==> src/rtl/mario_anim_sel.sv <==
// mario_anim_sel: picks Mario's pose and facing once per video frame, then
// muxes the matching sprite ROM pixel into a registered colour + valid pair.
module mario_anim_sel #(
  parameter int          FRAMES_PER_STEP = 6,
  parameter logic [23:0] TRANSPARENT     = 24'hFF00FF,
  parameter logic [7:0]  KEY_LEFT        = 8'h04,
  parameter logic [7:0]  KEY_RIGHT       = 8'h07
) (
  input  logic        Clk,
  input  logic        Reset,
  input  logic        frame_clk,
  input  logic [31:0] keycode,
  input  logic        mario_alive,
  input  logic        mario_in_air,
  input  logic        mario,
  input  logic [23:0] mario_sr,
  input  logic [23:0] mario_sl,
  input  logic [23:0] mario_rr1,
  input  logic [23:0] mario_rr2,
  input  logic [23:0] mario_rr3,
  input  logic [23:0] mario_rl1,
  input  logic [23:0] mario_rl2,
  input  logic [23:0] mario_rl3,
  input  logic [23:0] mario_jr,
  input  logic [23:0] mario_jl,
  input  logic [23:0] mario_die,
  output logic [23:0] mario_pic_out,
  output logic        mario_pix_valid,
  output logic        facing_left,
  output logic [2:0]  anim_state
);

  // Step counter needs at least one bit even when every tick advances.
  localparam int CNT_W = (FRAMES_PER_STEP > 1) ? $clog2(FRAMES_PER_STEP) : 1;
  localparam logic [CNT_W-1:0] CNT_LAST = CNT_W'(FRAMES_PER_STEP - 1);

  typedef enum logic [2:0] {
    ST_STAND = 3'd0,
    ST_WALK1 = 3'd1,
    ST_WALK2 = 3'd2,
    ST_WALK3 = 3'd3,
    ST_JUMP  = 3'd4,
    ST_DEAD  = 3'd5
  } state_t;

  // Sprite ROM selection for a given pose and facing; DEAD ignores facing.
  function automatic logic [23:0] pick_pixel(
    input state_t      st,
    input logic        fl,
    input logic [23:0] sr,
    input logic [23:0] sl,
    input logic [23:0] rr1,
    input logic [23:0] rr2,
    input logic [23:0] rr3,
    input logic [23:0] rl1,
    input logic [23:0] rl2,
    input logic [23:0] rl3,
    input logic [23:0] jr,
    input logic [23:0] jl,
    input logic [23:0] die
  );
    logic [23:0] px;
    case (st)
      ST_STAND: px = fl ? sl  : sr;
      ST_WALK1: px = fl ? rl1 : rr1;
      ST_WALK2: px = fl ? rl2 : rr2;
      ST_WALK3: px = fl ? rl3 : rr3;
      ST_JUMP:  px = fl ? jl  : jr;
      ST_DEAD:  px = die;
      default:  px = fl ? sl  : sr;
    endcase
    return px;
  endfunction

  // Walk phase successor: WALK1 -> WALK2 -> WALK3 -> WALK1.
  function automatic state_t next_walk(input state_t st);
    state_t nx;
    case (st)
      ST_WALK1: nx = ST_WALK2;
      ST_WALK2: nx = ST_WALK3;
      default:  nx = ST_WALK1;
    endcase
    return nx;
  endfunction

  logic             fclk_p0;
  logic             fclk_p1;
  logic             fclk_p2;
  logic             tick_p3;

  logic             key_left;
  logic             key_right;
  logic             walking;

  state_t           state_q;
  state_t           state_nxt;
  logic [CNT_W-1:0] cnt_q;
  logic [CNT_W-1:0] cnt_nxt;
  logic             face_q;
  logic             face_nxt;

  logic [23:0]      sel_pix_p0;
  logic [23:0]      pic_p1;
  logic             vld_p1;

  // Stage p0..p2: two-flop synchroniser for VGA_VS plus a history flop.
  // Stage p3: registered rising-edge pulse, one Clk wide per frame.
  // Bring frame_clk into the Clk domain and register its rising edge.
  always_ff @(posedge Clk or negedge Reset) begin
    if (!Reset) begin
      fclk_p0 <= 1'b0;
      fclk_p1 <= 1'b0;
      fclk_p2 <= 1'b0;
      tick_p3 <= 1'b0;
    end else begin
      fclk_p0 <= frame_clk;
      fclk_p1 <= fclk_p0;
      fclk_p2 <= fclk_p1;
      tick_p3 <= fclk_p1 & ~fclk_p2;
    end
  end

  // Look for the left/right usage codes in any of the four key slots.
  always_comb begin
    key_left  = 1'b0;
    key_right = 1'b0;
    for (int i = 0; i < 4; i++) begin
      if (keycode[8*i +: 8] == KEY_LEFT)  key_left  = 1'b1;
      if (keycode[8*i +: 8] == KEY_RIGHT) key_right = 1'b1;
    end
    walking = key_left ^ key_right;
  end

  // Pose/facing next-state logic, evaluated only on the frame tick.
  always_comb begin
    state_nxt = state_q;
    cnt_nxt   = cnt_q;
    face_nxt  = face_q;
    if (tick_p3) begin
      if (walking) face_nxt = key_left;

      if (state_q == ST_DEAD || !mario_alive) begin
        // Death wins over everything and only Reset brings Mario back.
        state_nxt = ST_DEAD;
      end else if (mario_in_air) begin
        state_nxt = ST_JUMP;
        cnt_nxt   = '0;
      end else if (walking) begin
        if (state_q == ST_STAND || state_q == ST_JUMP) begin
          state_nxt = ST_WALK1;
          cnt_nxt   = '0;
        end else if (cnt_q == CNT_LAST) begin
          state_nxt = next_walk(state_q);
          cnt_nxt   = '0;
        end else begin
          cnt_nxt   = cnt_q + 1'b1;
        end
      end else begin
        state_nxt = ST_STAND;
        cnt_nxt   = '0;
      end
    end
  end

  // Animation state, step counter and facing registers.
  always_ff @(posedge Clk or negedge Reset) begin
    if (!Reset) begin
      state_q <= ST_STAND;
      cnt_q   <= '0;
      face_q  <= 1'b0;
    end else begin
      state_q <= state_nxt;
      cnt_q   <= cnt_nxt;
      face_q  <= face_nxt;
    end
  end

  // Choose the ROM word for the current pixel from the registered pose.
  always_comb begin
    sel_pix_p0 = pick_pixel(state_q, face_q,
                            mario_sr, mario_sl,
                            mario_rr1, mario_rr2, mario_rr3,
                            mario_rl1, mario_rl2, mario_rl3,
                            mario_jr, mario_jl, mario_die);
  end

  // Stage p1: single register between ROM data and the colour mapper.
  // Register the pixel; blank it outside Mario's box, drop transparent texels.
  always_ff @(posedge Clk or negedge Reset) begin
    if (!Reset) begin
      pic_p1 <= 24'h000000;
      vld_p1 <= 1'b0;
    end else begin
      pic_p1 <= mario ? sel_pix_p0 : 24'h000000;
      vld_p1 <= mario && (sel_pix_p0 != TRANSPARENT);
    end
  end

  assign mario_pic_out   = pic_p1;
  assign mario_pix_valid = vld_p1;
  assign facing_left     = face_q;
  assign anim_state      = state_q;

endmodule

==> config.mk <==
export PLATFORM = sky130hd
export DESIGN_NAME = mario_anim_sel
export DESIGN_NICKNAME = d
export VERILOG_FILES = /design/src/rtl/mario_anim_sel.sv
export SDC_FILE = /design/constraint.sdc
export NUM_CORES = 1
export LEC_CHECK = 0
export CAP_MARGIN = 20
export CORE_AREA = 4 4 127 129
export DETAILED_ROUTE_END_ITERATION = 8
export DIE_AREA = 0 0 131 133
export PLACE_DENSITY_LB_ADDON = 0.05
export SYNTH_ARGS = -nofsm -noshare
export SYNTH_HDL_FRONTEND = slang
export SYNTH_SLANG_ARGS = --single-unit
==> constraint.sdc <==
create_clock -name Clk -period 1.82 [get_ports Clk]
set_input_delay 0.273 -clock Clk [delete_from_list [all_inputs] [get_ports Clk]]
set_output_delay 0.273 -clock Clk [all_outputs]
set_load 0.02 [all_outputs]
==> qor.csv, run 1 <==
metric,value,unit
status,"finished, violations left",
failed_checks,setup timing,
grt_start_max_net_pins,27,
synth_seq_cells,36,
post-route-util,58.3,%
skew,0.00477,ns
core_area,15000,µm²
fin_nets,1166,
antenna_found_initial,0,
synth.distinct_cells,58,
hold_buffers,0,
gp_congestion,0.849,
setup_tns,-2.12,ns
drv_slew,0,
cp-end-kind,flip-flop,
drt_iter0_markers,209,
synth_flop_cell,dfrtp_1,
cp_common_cell,buf_12,
dr.pass1.iters,4,
synth_edf_count,0,
grt_setup_unrepaired,yes,
num_rows,45,
tritoncts,done,
die_h,133,µm
crit_fanout,7,
min_path_type,primary input to asynchronous set/reset pin,
syn_to_final_growth,130,%
maxCapViolCount,0,
antenna_left,0,
clkSinkCount,36,
root_buffer,clkbuf_16,
boundaryPins,331,
wl,20300,µm
grt_use_total,21.6,%
grt_pass1_vias,5524,
grt_overflow,0,
dp.cells,1016,
seq_area_frac_synth,23.7,%
postSynthCellCount,443,
cts_buffer_depth,2,
required,1.95,ns
wl_per_cell,19.3,µm
setup_viol,13,
critPathArrivalTime,2.43,ns
die_x,131,µm
vias,5139,
dp_slack,-0.657,ns
peakVddDrop,289,µV
p_per_area,413,nW/µm²
holdWs,0.0113,ns
crit_type,flip-flop to flip-flop,
layout_setup_ws,-0.479,ns
synth_area,3810,µm²
worst_pin_slew,0.638,ns
dp_hpwl,16900,µm
startpoint_type,flip-flop,
htreeDepth,2,
syn_avg_cell_area,8.60,µm²
fin_crit_sh,126,%
grt_pass1_wl,29100,µm
drc_errors,0,
cts_made_buffers,5,
num_antenna_cells,0,
clkTransAtPathRegs,0.06,ns
clock.fmax,0.435,GHz
drive_gt1_share,26.9,%
yosysWarnings,0,
syn-num-nets,745,
p_leak,3.40,nW
final_cells,1053,
slew_headroom,57.4,%
cp_slowest_cell,dfrtp_4,
fin_crit,2.30,ns
cp_slowest_stage_delay,0.51,ns
port_buffers,330,
async_flop_share,100,%
report.final.hold_viol_count,0,
initial_core_util,25.3,%
crit_chain,buf_12 -> buf_12 -> buf_12 -> buf_12 -> mux2i_4 -> o22ai_2 -> a211oi_2 -> o21ai_1 -> nand3_1 -> nor4_2 -> a41oi_1,
vias_per_cell,4.88,
clock_latency,0.28,ns
fp.dieArea,17400,µm²
-- worst max-delay path, delay by kind of cell, from the launching register on --
kind,cells,cell delay (ns)
buffers and inverters,4,0.56
flip-flops,1,0.51
AO/OA/AOI/OAI,4,0.48
AND/OR/NAND/NOR,2,0.42
multiplexers,1,0.18
-- through the flow --
stage | cell area, µm² | power [W]
2_1_floorplan | 3890 | 0.00157
3_3_place_gp | 7930 | 0.00252
3_5_place_dp | 7930 | 0.00253
4_1_cts | 8330 | 0.00349
5_1_grt | 8760 | 0.00378
6_report | 8760 | 0.00362
-- timing repair --
| item | 4_1_cts | 5_1_grt |
|---|---|---|
| gates cloned | 1 | 0 |
| setup buffers | 7 | 21 |
| gates resized for setup | 114 | 59 |
| pin swaps | 24 | 42 |
| setup endpoints to repair | 25 | 26 |
-- cell usage after synthesis, types with 5 or more instances --
master     n  area, µm²
and2_1    11       68.8
nand2_1   41        154
a221oi_1   8       70.1
buf_6      7       78.8
o22ai_1   18        113
a21oi_1   19       95.1
nand4_1    5       31.3
nor3_1     7       35.0
inv_1      5       18.8
a211oi_1   6       45.0
nand3_1    6       30.0
o211ai_1   5       37.5
o21ai_0   23        115
dfrtp_1   36        901
mux2_2    22        248
mux2i_1   95        951
a22oi_1    9       67.6
buf_2     13       65.1
clkbuf_1   9       33.8
nor2_1    34        128
-- cells in the final DEF (no fill, tap or decap), types with 6 or more instances in the layout --
cell type | netlist | layout
buf_2 | 13 | 7
and2_1 | 11 | 10
a22oi_1 | 9 | 6
a21oi_1 | 19 | 16
nor2_1 | 34 | 29
a221oi_2 | 0 | 7
o22ai_1 | 18 | 15
buf_4 | 4 | 94
clkdlybuf4s15_1 | 0 | 6
mux2i_1 | 95 | 87
mux2_2 | 22 | 21
buf_6 | 7 | 14
o21ai_0 | 23 | 11
nand2_1 | 41 | 39
buf_12 | 0 | 10
o21ai_1 | 0 | 9
dlygate4sd2_1 | 0 | 20
dfrtp_1 | 36 | 32
clkdlybuf4s50_1 | 0 | 294
-- per-layer routing --
layer / vias to the layer above / global-route usage, % / part of all wire (%)
met5: - / 0 / 0
met4: 0 / 5.54 / 1.9
met3: 27 / 4.56 / 8.3
met2: 214 / 41.2 / 53
met1: 2364 / 23.5 / 36
li1: 2534 / - / -
-- path summary, 6_finish.rpt --
| check | start | endpoint | slack [ns] | cells after the start |
|---|---|---|---|---|
| max reg2reg | facing_left | mario_pix_valid | -0.48 | 11 |
| max | facing_left | mario_pix_valid | -0.48 | 11 |
| min | Reset | mario_pic_out[6] | 0.01 | 1 |
| max in group asynchronous | Reset | mario_pic_out[12] | 1.23 | 2 |
| min reg2reg | fclk_p0 | fclk_p1 | 0.35 | 0 |
| min in group Clk | fclk_p0 | fclk_p1 | 0.35 | 0 |
-- power by group --
| group | internal, W | total, W | switching [W] |
|---|---|---|---|
| clock | 0.000540 | 0.000879 | 0.000339 |
| combinational | 0.00122 | 0.00188 | 0.000661 |
| sequential | 0.000838 | 0.000856 | 0.0000172 |
| total | 0.00260 | 0.00362 | 0.00102 |
-- logic make-up after synthesis --
group / Yosys count / synth area share (%)
flops: 36 / 23.7
simple gates: 131 / 17.6
compound gates: 116 / 20.5
mux: 118 / 31.8
xor+xnor: 1 / 0.230
buf+inv: 41 / 6.27
-- state kept, by name, summed over array words and instances, names as in the netlist --
| signal | cells |
|---|---|
| anim_state | 3 |
| tick_p3 | 1 |
| mario_pic_out | 24 |
| cnt_q | 3 |
| fclk_p0 | 1 |
| fclk_p2 | 1 |
| facing_left | 1 |
| fclk_p1 | 1 |
| mario_pix_valid | 1 |
-- final cells by class --
type                       instances  area, µm²
tap                              188        235
fill                            1358       6270
timing repair buffer             449       4350
multi-input combinational        366       3100
inverter                           6       26.3
clock inverter                     2       10.0
sequential                        36        908
clock buffer                       6        139
(Power assumes the default switching activity.)
==> run 2: changes to the inputs <==
==> constraint.sdc (replaced) <==
create_clock -name Clk -period 1.82 [get_ports Clk]
set_input_delay 0.182 -clock Clk [delete_from_list [all_inputs] [get_ports Clk]]
set_output_delay 0.182 -clock Clk [all_outputs]
set_load 0.02 [all_outputs]
==> qor.csv, run 2 (synthesized netlist as in run 1, its figures left out) <==
metric,value,unit
slew_headroom,66.5,%
holdWs,0.340,ns
root_buffer,clkbuf_16,
p_comb_share,51.2,%
status,"finished, violations left",
vias,5175,
core_area,15000,µm²
num_rows,45,
hold_start,frame_clk,
initial_core_util,25.3,%
dp.cells,1014,
wl,20700,µm
grt_pass1_vias,5661,
num-fill-cells,1391,
critPathArrivalTime,2.35,ns
cp_slowest_stage_delay,0.44,ns
critical_path.top_delay_family,simple AND/OR/NAND/NOR gates,
die_x,131,µm
startpoint_type,flip-flop,
drv_slew,0,
failed_checks,setup timing,
wl_per_cell,19.8,µm
worstSetupStartpoint,anim_state[1],
critPathBufInv,2,
fin_crit_sh,122,%
cts_made_buffers,5,
dr.pass1.iters,4,
crit_type,flip-flop to flip-flop,
clock_latency,0.28,ns
cp-end-kind,flip-flop,
p_per_area,404,nW/µm²
grt_setup_unrepaired,yes,
cts_buffer_depth,2,
grt_start_max_net_pins,22,
antenna_left,0,
p_int,0.00251,W
min_path_type,primary input to flip-flop,
die_h,133,µm
port_buffers,330,
dp_slack,-0.586,ns
r2r_cells,9,
tritoncts,done,
crit_chain,buf_4 -> or3b_4 -> buf_4 -> o22ai_1 -> a21oi_2 -> nand3_1 -> nand3_2 -> nor4_2 -> a41oi_1,
grt_pass1_wl,30200,µm
cp_slowest_cell,dfrtp_2,
clkPwrFrac,24.3,%
r2r_end,mario_pix_valid,
antenna_found_initial,0,
drc_errors,0,
setup_tns,-1.49,ns
swShare,28.5,%
crit_fanout,6,
reg2reg_from,anim_state[1],
grt_overflow,0,
maxCapViolCount,0,
fin_nets,1159,
reg2reg_slack,-0.39,ns
total_power,0.00351,W
final_common_cell,clkdlybuf4s50_1,
worst_pin_slew,0.502,ns
clkSinkCount,36,
skew,0.00406,ns
setup_viol,14,
p_leak,3.47,nW
boundaryPins,331,
drt_iter0_markers,151,
peakVddDrop,302,µV
num_antenna_cells,0,
largest_reg_flops,24,
final_cells,1046,
grt_use_total,22.4,%
p_sw,0.00100,W
dp_hpwl,17400,µm
cp_common_cell,buf_4,
sequentialPowerShare,24.5,%
drive_gt1_share,25.6,%
holdPathEnd,fclk_p0,
vias_per_cell,4.95,
required,1.96,ns
final_cell_mix,"clkdlybuf4s50_1 (295), buf_4 (97), mux2i_1 (88)",
layout_setup_ws,-0.394,ns
syn_to_final_growth,129,%
fp.dieArea,17400,µm²
fin_crit,2.21,ns
htreeDepth,2,
clock.fmax,0.452,GHz
report.final.hold_viol_count,0,
gp_congestion,0.780,
hold_path_depth,1,
clkTransAtPathRegs,0.06,ns
## run 2: cell types whose count changed in the layout (fill, tap and decap cells not counted), sizes merged
cell	previous run	this run
dlygate4sd3	0	1
clkinvlp	1	0
inv	4	5
clkdlybuf4s15	6	1
buf	128	112
clkdlybuf4s50	294	295
dlygate4sd2	20	14
clkbuf	6	9
clkinv	3	2
dlymetal6s2s	1	17
## run 2: worst max-delay path by stage
stage	cells after the start	slack, ns	endpoint
floorplan	10	-0.27	mario_pix_valid
global placement	6	-0.58	mario_pix_valid
detailed placement	6	-0.59	mario_pix_valid
CTS	7	-0.43	mario_pix_valid
global route	9	-0.50	mario_pix_valid
finish	9	-0.39	mario_pix_valid
## run 2: repair_timing
item | 4_1_cts | 5_1_grt
pin swaps | 25 | 29
endpoints found under the setup margin | 26 | 32
endpoints found under the hold margin | 17 | 0
gates resized for setup | 66 | 70
hold buffers | 1 | 0
cloned | 1 | 0
buffers inserted | 14 | 9
## run 2: cell type report
cell class | count | area, µm² | share of cell area [%]
Clock inverter | 1 | 8.76 | 0.101
Sequential cell | 36 | 908 | 10.4
Clock buffer | 7 | 133 | 1.52
Inverter | 6 | 22.5 | 0.259
Multi-Input combinational cell | 366 | 3100 | 35.7
Tap cell | 188 | 235 | 2.70
Timing Repair Buffer | 442 | 4290 | 49.3
## run 2: layer usage
metal / GRT usage (%) / share of wire, % / vias up
met2: 42.3 / 54 / 212
met4: 4.00 / 0.64 / 0
met5: 0 / 0 / -
met3: 5.17 / 7.8 / 8
met1: 25.2 / 38 / 2444
li1: - / - / 2511
## run 2: per-stage QoR
step                utilization [%]  area, µm²
floorplan                         -       3870
global placement               52.5       7890
detailed placement             52.5       7890
CTS                            55.7       8380
global route                   57.9       8700
finish                         57.9       8700
## run 2: power by group through the flow
| stage | Clock, W | Combinational [W] | Sequential (W) |
|---|---|---|---|
| 3_5_place_dp | 0 | 0.00168 | 0.000876 |
| 2_1_floorplan | 0 | 0.000667 | 0.000905 |
| 4_1_cts | 0.000868 | 0.00178 | 0.000863 |
| 6_report | 0.000853 | 0.00180 | 0.000862 |
| 5_1_grt | 0.000904 | 0.00191 | 0.000867 |
| 3_3_place_gp | 0 | 0.00166 | 0.000876 |
